`src/rtl/banner_pkg.sv`:
```
// Shared definitions for the rotating banner: character codes, FSM states,
// the active-low anode table and a window nibble selector.
package banner_pkg;

    localparam logic [3:0] CH_O     = 4'h0;
    localparam logic [3:0] CH_I     = 4'h1;
    localparam logic [3:0] CH_H     = 4'h2;
    localparam logic [3:0] CH_L     = 4'h3;
    localparam logic [3:0] CH_R     = 4'h4;
    localparam logic [3:0] CH_S     = 4'h5;
    localparam logic [3:0] CH_SPACE = 4'h6;
    localparam logic [3:0] CH_B     = 4'hB;
    localparam logic [3:0] CH_E     = 4'hE;
    localparam logic [3:0] CH_F     = 4'hF;

    localparam logic [15:0] WINDOW_BLANK = {4{CH_SPACE}};

    typedef enum logic [1:0] {
        IDLE   = 2'd0,
        SCROLL = 2'd1,
        HOLD   = 2'd2
    } banner_state_e;

    // Entry n pulls digit n's anode low; entry 0 is the rightmost digit.
    localparam logic [3:0][3:0] ANODE_TABLE = {4'b0111, 4'b1011, 4'b1101, 4'b1110};

    function automatic logic [3:0] window_nibble(input logic [15:0] w, input logic [1:0] sel);
        return w[{sel, 2'b00} +: 4];
    endfunction

endpackage

```
`src/rtl/banner_prescaler.sv`:
```
// Enable-gated modulo-DIV counter; tick is high on the enabled cycle that
// completes each group of DIV enabled cycles. clr forces the count to zero.
module banner_prescaler #(
    parameter int DIV = 4
) (
    input  logic clock,
    input  logic reset_n,
    input  logic en,
    input  logic clr,
    output logic tick
);
    localparam int CW = (DIV > 1) ? $clog2(DIV) : 1;
    localparam logic [CW-1:0] TERM = CW'(DIV - 1);

    logic [CW-1:0] cnt;

    assign tick = en && (cnt == TERM);

    always_ff @(posedge clock) begin
        if (!reset_n || clr) begin
            cnt <= '0;
        end else if (en) begin
            cnt <= tick ? '0 : cnt + 1'b1;
        end
    end

endmodule

```
`src/rtl/banner_scroll_ctrl.sv`:
```
// Rotating 4-digit banner sequencer: message buffer, scroll FSM and anode mux.
// Optional post-wrap pause is enabled by defining BANNER_PAUSE_EN.
module banner_scroll_ctrl
    import banner_pkg::*;
#(
    parameter int MAX_LEN     = 32,
    parameter int MUX_DIV     = 100000,
    parameter int SCROLL_DIV  = 250,
    parameter int PAUSE_STEPS = 4
) (
    input  logic                       clock,
    input  logic                       reset_n,
    input  logic                       wr_en,
    input  logic [$clog2(MAX_LEN)-1:0] wr_addr,
    input  logic [3:0]                 wr_data,
    input  logic [$clog2(MAX_LEN):0]   msg_len,
    input  logic                       start,
    input  logic                       stop,
    output logic                       busy,
    output logic [15:0]                window,
    output logic [1:0]                 digit_sel,
    output logic [3:0]                 anode,
    output logic [3:0]                 digit_code,
    output logic                       scroll_tick,
    output logic                       wrap
);
    localparam int ADDR_W = $clog2(MAX_LEN);
    localparam int LEN_W  = ADDR_W + 1;
    localparam logic [LEN_W-1:0] MAX_LEN_L = LEN_W'(MAX_LEN);

    banner_state_e     state, state_next;
    logic [3:0]        buf_mem [MAX_LEN];
    logic [ADDR_W-1:0] ptr, ptr_next;
    logic [LEN_W-1:0]  len_q, len_next;
    logic [15:0]       window_next;
    logic [1:0]        digit_sel_next;
    logic              refresh_tick, period_tick, period_en, period_clr;
    logic              len_ok, load, shift, last;

    // The address width exactly covers the buffer depth, so every address is
    // in range; the write port is read-first against the shift below.
    always_ff @(posedge clock) begin
        if (wr_en) begin
            buf_mem[wr_addr] <= wr_data;
        end
    end

    banner_prescaler #(.DIV(MUX_DIV)) u_refresh (
        .clock   (clock),
        .reset_n (reset_n),
        .en      (1'b1),
        .clr     (1'b0),
        .tick    (refresh_tick)
    );

    assign period_en = refresh_tick && (state != IDLE);

    banner_prescaler #(.DIV(SCROLL_DIV)) u_scroll (
        .clock   (clock),
        .reset_n (reset_n),
        .en      (period_en),
        .clr     (period_clr),
        .tick    (period_tick)
    );

`ifdef BANNER_PAUSE_EN
    logic hold_done;

    // Counts whole scroll periods spent in HOLD; restarts on every HOLD entry.
    banner_prescaler #(.DIV(PAUSE_STEPS)) u_hold (
        .clock   (clock),
        .reset_n (reset_n),
        .en      (period_tick && (state == HOLD)),
        .clr     (state != HOLD),
        .tick    (hold_done)
    );
`endif

    always_ff @(posedge clock) begin
        if (!reset_n) begin
            state <= IDLE;
        end else begin
            state <= state_next;
        end
    end

    // stop beats start; a start with an out-of-range length is ignored everywhere.
    always_comb begin
        len_ok     = (msg_len != '0) && (msg_len <= MAX_LEN_L);
        load       = start && !stop && len_ok;
        last       = ({1'b0, ptr} == (len_q - LEN_W'(1)));
        state_next = state;
        shift      = 1'b0;
        case (state)
            IDLE: begin
                if (load) begin
                    state_next = SCROLL;
                end
            end
            SCROLL: begin
                if (stop) begin
                    state_next = IDLE;
                end else if (!load && period_tick) begin
                    shift = 1'b1;
`ifdef BANNER_PAUSE_EN
                    if (last) begin
                        state_next = HOLD;
                    end
`endif
                end
            end
`ifdef BANNER_PAUSE_EN
            HOLD: begin
                if (stop) begin
                    state_next = IDLE;
                end else if (load || hold_done) begin
                    state_next = SCROLL;
                end
            end
`endif
            default: state_next = IDLE;
        endcase
    end

    always_comb begin
        window_next    = window;
        ptr_next       = ptr;
        len_next       = len_q;
        if (load) begin
            window_next = WINDOW_BLANK;
            ptr_next    = '0;
            len_next    = msg_len;
        end else if (shift) begin
            window_next = {window[11:0], buf_mem[ptr]};
            ptr_next    = last ? '0 : ptr + 1'b1;
        end
        period_clr     = (state == IDLE) || load || stop;
        digit_sel_next = digit_sel + {1'b0, refresh_tick};
    end

    // anode and digit_code follow the next-state values so they change on the
    // same edge as digit_sel and window.
    always_ff @(posedge clock) begin
        if (!reset_n) begin
            window      <= WINDOW_BLANK;
            ptr         <= '0;
            len_q       <= '0;
            digit_sel   <= '0;
            anode       <= ANODE_TABLE[0];
            digit_code  <= CH_SPACE;
            scroll_tick <= 1'b0;
            wrap        <= 1'b0;
        end else begin
            window      <= window_next;
            ptr         <= ptr_next;
            len_q       <= len_next;
            digit_sel   <= digit_sel_next;
            anode       <= ANODE_TABLE[digit_sel_next];
            digit_code  <= window_nibble(window_next, digit_sel_next);
            scroll_tick <= shift;
            wrap        <= shift && last;
        end
    end

    assign busy = (state != IDLE);

endmodule

```
`config.mk`:
```
export PLATFORM = sky130hd
export DESIGN_NAME = banner_scroll_ctrl
export DESIGN_NICKNAME = d
export VERILOG_FILES = /design/src/rtl/banner_pkg.sv /design/src/rtl/banner_prescaler.sv /design/src/rtl/banner_scroll_ctrl.sv
export SDC_FILE = /design/constraint.sdc
export NUM_CORES = 1
export LEC_CHECK = 0
export CAP_MARGIN = 20
export CORE_ASPECT_RATIO = 0.75
export CORE_MARGIN = 4
export CORE_UTILIZATION = 45
export DETAILED_ROUTE_END_ITERATION = 16
export PLACE_DENSITY = 0.69
export SETUP_SLACK_MARGIN = 0.1
export SLEW_MARGIN = 20
export SYNTH_ARGS = -nofsm -noshare
export SYNTH_HDL_FRONTEND = slang
export SYNTH_SLANG_ARGS = --single-unit
```
`constraint.sdc`:
```
create_clock -name clock -period 4.39 [get_ports clock]
set_input_delay 0.878 -clock clock [delete_from_list [all_inputs] [get_ports clock]]
set_output_delay 0.878 -clock clock [all_outputs]
set_load 0.1 [all_outputs]
```
## Word-level counts from Yosys, hierarchy flattened

Memories as Yosys holds them, arrays and structs flattened. A register that Yosys moved wholly into a read port is not among the register bits.
Cells that the tools add are included.

| storage, ports and cells | value |
|---|---|
| register bits after elaboration | 66 |
| bits in writable memories | 128 |
| input bits | 20 |
| output and inout port bits | 29 |
| memories kept | 1 |

| operators by class | value |
|---|---|
| add/subtract/negate cells | 5 |
| order comparisons | 2 |
| eq/ne operators | 6 |
| shift operators | 1 |
| multiplexer cells | 16 |
| bitwise logic cells | 1 |
| reductions and logical operators | 19 |

Memories:

| memory | depth | width | read ports | clocked after memory_dff | wr ports | line | RTL |
|---|---|---|---|---|---|---|---|
| buf_mem | 32 | 4 | 1 | 1 | 1 | banner_scroll_ctrl.sv:32 | `logic [3:0] buf_mem [MAX_LEN];` |

Operator list:

| operator | number |
|---|---|
| $mux 16 | 2 |
| $add 17x1->17 const B | 1 |
| $eq 17x17->1 const B | 1 |
| $shiftx 16x5->4 | 1 |
| $mux 5 | 3 |
| $add 8x1->8 const B | 1 |
| $bmux 4 s2 | 1 |
| $eq 8x8->1 const B | 1 |
| $mux 8 | 1 |
| $logic_and 1x1->1 | 7 |
| $eq 5x6->1 | 1 |
| $le 6x6->1 const B | 1 |
| $reduce_bool 6->1 | 1 |
| $sub 6x1->6 const B | 1 |
| $add 5x1->5 const B | 1 |
| $mux 1 | 5 |
| $mux 2 | 2 |
| $mux 4 | 1 |
| $ne 2x2->1 const B | 2 |
| $pmux 2 s2 | 1 |
| $reduce_or 2->1 | 2 |
| $logic_not 1->1 | 3 |
| $logic_or 1x1->1 | 3 |
| $lt 2x3->1 const B | 1 |
| other kinds (6) | 6 |

## Longest topological paths before layout

| logic depth | value |
|---|---|
| depth after elaboration | 11 |
| depth in mapped cells | 11 |
| mapped depth without buffers | 11 |

## Cells and area by module

From an unflattened synthesis, not the netlist that was laid out.

| second synthesis, totals | value |
|---|---|
| cells, all modules | 609 |
| area, all modules | 8323.0 um2 |

By module, submodules not included:

| module | times used | cells an instance | area each (um2) | seq. area each (um2) |
|---|---|---|---|---|
| banner_scroll_ctrl | 1 | 464 | 7040.5 | 4744.6 |
| banner_prescaler (u_refresh) | 1 | 95 | 840.8 | 340.3 |
| banner_prescaler (u_scroll) | 1 | 50 | 441.7 | 160.2 |

## Least setup slack after synthesis

Ideal clock, no wire load.

| timing path | value |
|---|---|
| kind | in2reg |
| start | input msg_len[1] |
| end | register digit_code[2] |
| arrival | 2.757 ns |
| slack | 1.555 ns |
| stages on the path | 7 |
| buffers on the path | 0 |
| cells stage by stage | or4_4 > o21a_1 > nor2_4 > nand3_2 > mux2i_1 > mux2_2 > a32oi_1 |

| on the way | value |
|---|---|
| longest elaborated chain between the ends | 11 |
| elaborated cells between the ends (all ways) | 12 |
| classes of those cells | 1 x order compare; 1 x shift; 5 x mux; 5 x reduce/logical |

Ends and longest elaborated chain:

| element | line | RTL |
|---|---|---|
| from (decl) | banner_scroll_ctrl.sv:16 | `input logic [$clog2(MAX_LEN):0] msg_len,` |
| $le 6x6->1 / $reduce_bool 6->1 (equally long branches) | banner_scroll_ctrl.sv:89 | `len_ok = (msg_len != '0) && (msg_len <= MAX_LEN_L);` |
| $logic_and 1x1->1 * | banner_scroll_ctrl.sv:89 |  |
| $logic_and 1x1->1 * | banner_scroll_ctrl.sv:90 | `load = start && !stop && len_ok;` |
| $logic_not 1->1 | banner_scroll_ctrl.sv:103 | `end else if (!load && period_tick) begin` |
| $logic_and 1x1->1 | banner_scroll_ctrl.sv:103 |  |
| $mux 1 | banner_scroll_ctrl.sv:103 |  |
| $mux 1 | banner_scroll_ctrl.sv:101 | `if (stop) begin` |
| $mux 1 | banner_scroll_ctrl.sv:94 | `case (state)` |
| $mux 16 | banner_scroll_ctrl.sv:133 | `end else if (shift) begin` |
| $mux 16 * | banner_scroll_ctrl.sv:129 | `if (load) begin` |
| $shiftx 16x5->4 * | banner_pkg.sv:28 | `return w[{sel, 2'b00} +: 4];` |
| to (signal assigned) | banner_scroll_ctrl.sv:159 | `digit_code <= window_nibble(window_next, digit_sel_next);` |
| to (decl) | banner_scroll_ctrl.sv:23 | `output logic [3:0] digit_code,` |

Mark *: on every way between the ends. The rest lies on a longest branch, timed or not.
A chain may end at the register's enable or synchronous reset.

## Final worst setup path

| timing path | value |
|---|---|
| start | input msg_len[1] |
| end | register ptr[0] |

| on the way | value |
|---|---|
| longest elaborated chain between the ends | 8 |
| elaborated cells between the ends (all ways) | 10 |
| classes of those cells | 1 x order compare; 3 x mux; 6 x reduce/logical |

Ends and longest elaborated chain:

| element | line | RTL |
|---|---|---|
| $le 6x6->1 / $reduce_bool 6->1 (equally long branches) | banner_scroll_ctrl.sv:89 |  |
| $logic_and 1x1->1 * | banner_scroll_ctrl.sv:89 |  |
| $logic_and 1x1->1 * | banner_scroll_ctrl.sv:90 |  |
| $logic_not 1->1 | banner_scroll_ctrl.sv:103 |  |
| $logic_and 1x1->1 | banner_scroll_ctrl.sv:103 |  |
| $mux 1 | banner_scroll_ctrl.sv:103 |  |
| $mux 1 | banner_scroll_ctrl.sv:101 |  |
| $mux 1 | banner_scroll_ctrl.sv:94 |  |
| to (signal assigned) | banner_scroll_ctrl.sv:155 | `ptr <= ptr_next;` |
| to (decl) | banner_scroll_ctrl.sv:33 | `logic [ADDR_W-1:0] ptr, ptr_next;` |

Marked as above.

==> impl_metrics.env <==
export IMPL_status="finished clean"
export IMPL_worst_slew_pin_transition_ns=0.9951
export IMPL_min_period_ns=3.100
export IMPL_n_antenna_cell=0
export IMPL_start_kind="input pin"
export IMPL_maxCapViolCount=0
export IMPL_drt_iter0_drc=419
export IMPL_finalHoldViolCount=0
export IMPL_synth_simple_area_share=0.1349
export IMPL_layout_commonest_cell="edfxtp_1"
export IMPL_async_flop_share=0
export IMPL_die_width_um=162.4
export IMPL_wl_per_cell_um=18.63
export IMPL_track_usage=0.1739
export IMPL_synth_compound_area_frac=0.03124
export IMPL_antenna_found_initial=0
export IMPL_drive_gt1_frac=0.1367
export IMPL_slew_headroom=0.3345
export IMPL_crit_arrival_ns=3.39
export IMPL_synth_xor_area_share=0.03808
export IMPL_core_area_mm2=0.01760
export IMPL_netlist_area_leader_share=0.4775
export IMPL_synth_adder_area_share=0.009325
export IMPL_synth_mux_area_frac=0.1201
export IMPL_hp_class="reg2reg"
export IMPL_p_leak_nw=3.083
export IMPL_path_cells="clkdlybuf4s50_1 -> or4_4 -> o21a_1 -> nor2_4 -> nand3_2 -> o21ai_0 -> nor2_1"
export IMPL_cts_num_sinks=198
export IMPL_synth_ff_type="edfxtp_1"
export IMPL_rsz0062_at_grt="no"
export IMPL_crit_required_ns=4.68
export IMPL_cts_buffer_depth=2
export IMPL_area_growth_pct=15.92
export IMPL_setup_violations=0
export IMPL_drt_total_wl_um=16640
export IMPL_cts_setup_buffers=0
export IMPL_cts_resized=0
export IMPL_grt_pass1_vias=4912
export IMPL_die_y_um=123.8
export IMPL_fmax_ghz=0.3226
export IMPL_slowest_stage="or4_4"
export IMPL_power_density_mw_per_mm2=380.8
export IMPL_synth_top_family_by_area="simple AND/OR/NAND/NOR gates"
export IMPL_end_kind="flop"
export IMPL_synth_area_leaders="edfxtp_1, dfxtp_1, mux4_2"
export IMPL_intPower_mw=2.833
export IMPL_cts_tree="yes"
export IMPL_first_pass_iters=6
export IMPL_tns_ns=0
export IMPL_htreeDepth=4
export IMPL_viasPerCell=5.403
export IMPL_syn_nets=611
export IMPL_num_fill_cells=1449
export IMPL_critPathMaxFanout=9
export IMPL_syn_inst=585
export IMPL_synth_cell_types=52
export IMPL_yosys_warnings=0
export IMPL_power_frac_clock=0.407
export IMPL_grt_first_pass_wirelength_um=26810
export IMPL_synth_top_area_cell="edfxtp_1"
export IMPL_dp_slack_ns=0.8994
export IMPL_final_cell_mix="edfxtp_1, nor2_1, dfxtp_1, clkdlybuf4s50_1, nand2_1"
export IMPL_hpwl_um=11580
export IMPL_ys_seq_area_frac=0.6515
export IMPL_finalMaxSlewViolations=0
export IMPL_rows=42
export IMPL_ir_drop_v=0.0002440
export IMPL_fin_skew_ns=0.01073
export IMPL_slowest_delay_ns=0.59
export IMPL_grt_start_max_net_pins=33
export IMPL_path_clk_slew_ns=0.06
export IMPL_vias=4825
export IMPL_p_seq_frac=0.564
export IMPL_initial_core_util=0.4573
export IMPL_cts_buffers=17
export IMPL_clock_latency_ns=0.43
export IMPL_root_buffer="clkbuf_16"
export IMPL_grt_overflow_total=0
export IMPL_io_pins=49
export IMPL_finalNetCount=664
export IMPL_drc_errors=0
export IMPL_port_buffers=48
export IMPL_period_share=0.7062
export IMPL_p_switching_uw=720.4
export IMPL_cts_hold_buffers=0
export IMPL_setup_slack_ns=1.290
export IMPL_syn_avg_cell_area_um2=13.76
export IMPL_crit_type="in2reg"
export IMPL_swShare=0.2027
export IMPL_synthesis_area_mm2=0.008050
export IMPL_pwr_share_comb=0.028
export IMPL_synth_edf_count=128
export IMPL_ant_nets=0
export IMPL_die_area_mm2=0.02011
export IMPL_ys_seq_elements=198
export IMPL_gp_congestion=0.8424
==> layout make-up <==
class | instances | area (µm²) | share of cell area
inverters | 9 | 33.78 | 0.003620
repair buffers | 54 | 514.2 | 0.05511
multi-input cells | 358 | 2686 | 0.2879
clock inverters | 9 | 48.80 | 0.005229
clock buffers | 23 | 499.2 | 0.05350
well taps | 242 | 302.8 | 0.03245
flip-flops and latches | 198 | 5246 | 0.5622
==> worst paths after layout <==
check / start / end / slack, ns / cells past startpoint
setup / recovery: msg_len[1] / ptr[0] / 1.29 / 7
hold reg to reg: u_refresh.cnt[0] / u_refresh.cnt[0] / 0.46 / 1
hold / removal: u_refresh.cnt[0] / u_refresh.cnt[0] / 0.46 / 1
setup reg to reg: u_refresh.cnt[8] / digit_code[1] / 1.40 / 7
==> critical path: cells and delay by family <==
kind	cells	cell delay, ns
AO/OA/AOI/OAI	2	0.78
buffers and inverters	1	0.44
AND/OR/NAND/NOR	4	1.29
==> power by group through the flow <==
| stage | Combinational, mW | Clock [mW] | Sequential (mW) |
|---|---|---|---|
| after detailed placement | 0.101 | 0 | 2.05 |
| final | 0.100 | 1.45 | 2.01 |
| after global routing | 0.110 | 1.56 | 2.01 |
| after global placement | 0.0970 | 0 | 2.05 |
| after floorplan | 0.0444 | 0 | 2.05 |
| after CTS | 0.101 | 1.47 | 2.01 |
==> through the flow <==
step	hold slack, ns	cells	power (mW)	util	cell area, µm²
4_1_cts	0.4697	892	3.581	0.5303	9335
3_5_place_dp	0.4551	860	2.149	0.4991	8787
2_1_floorplan	0.4263	585	2.091	-	8050
3_3_place_gp	0.4389	860	2.144	0.4991	8787
5_1_grt	0.5154	893	3.672	0.5301	9331
6_report	0.4628	893	3.553	0.5301	9331
==> cells by family after synthesis <==
kind of cell | Yosys count
AOI/OAI and AO/OA | 43
xor gates and xnor gates | 35
adders and majority gates | 6
buffers and inverters | 29
DFF | 198
muxes | 57
and+or+nand+nor | 217
==> registers in the layout (all words and copies together), names as in the netlist, named ones only <==
register	cells
anode	4
buf_mem	128
digit_code	4
digit_sel	2
len_q	6
ptr	5
scroll_tick	1
state	1
u_refresh.cnt	17
u_scroll.cnt	8
window	16
wrap	1
==> synth_stat cells, types with 2 or more instances <==
master    number
ha_1           6
inv_1          9
buf_2          5
o211ai_1       3
o21ai_0       11
mux2_2         7
nor3b_1        2
dfxtp_1       70
nor3_1        11
o21ai_1        2
edfxtp_1     128
mux4_2        31
or3_1          3
nor2b_1        6
nor2_1        91
nand4_1       11
a22oi_1        3
nand2_1       41
a21oi_1       17
and3_1         3
and4_1         2
nand3_1       18
a32oi_1        2
or3b_2         3
nand3b_1       7
clkbuf_1      12
and2_1         2
nand2b_1       3
buf_1          2
xnor2_1       16
xor2_1        19
mux2i_1       19
==> routing by layer <==
metal	wire length, µm	GRT usage
met1	7864	0.2519
met5	0	0
met3	767	0.04234
met2	7875	0.2680
met4	130	0.04173
Note: power is estimated with default switching activity, not from simulation.
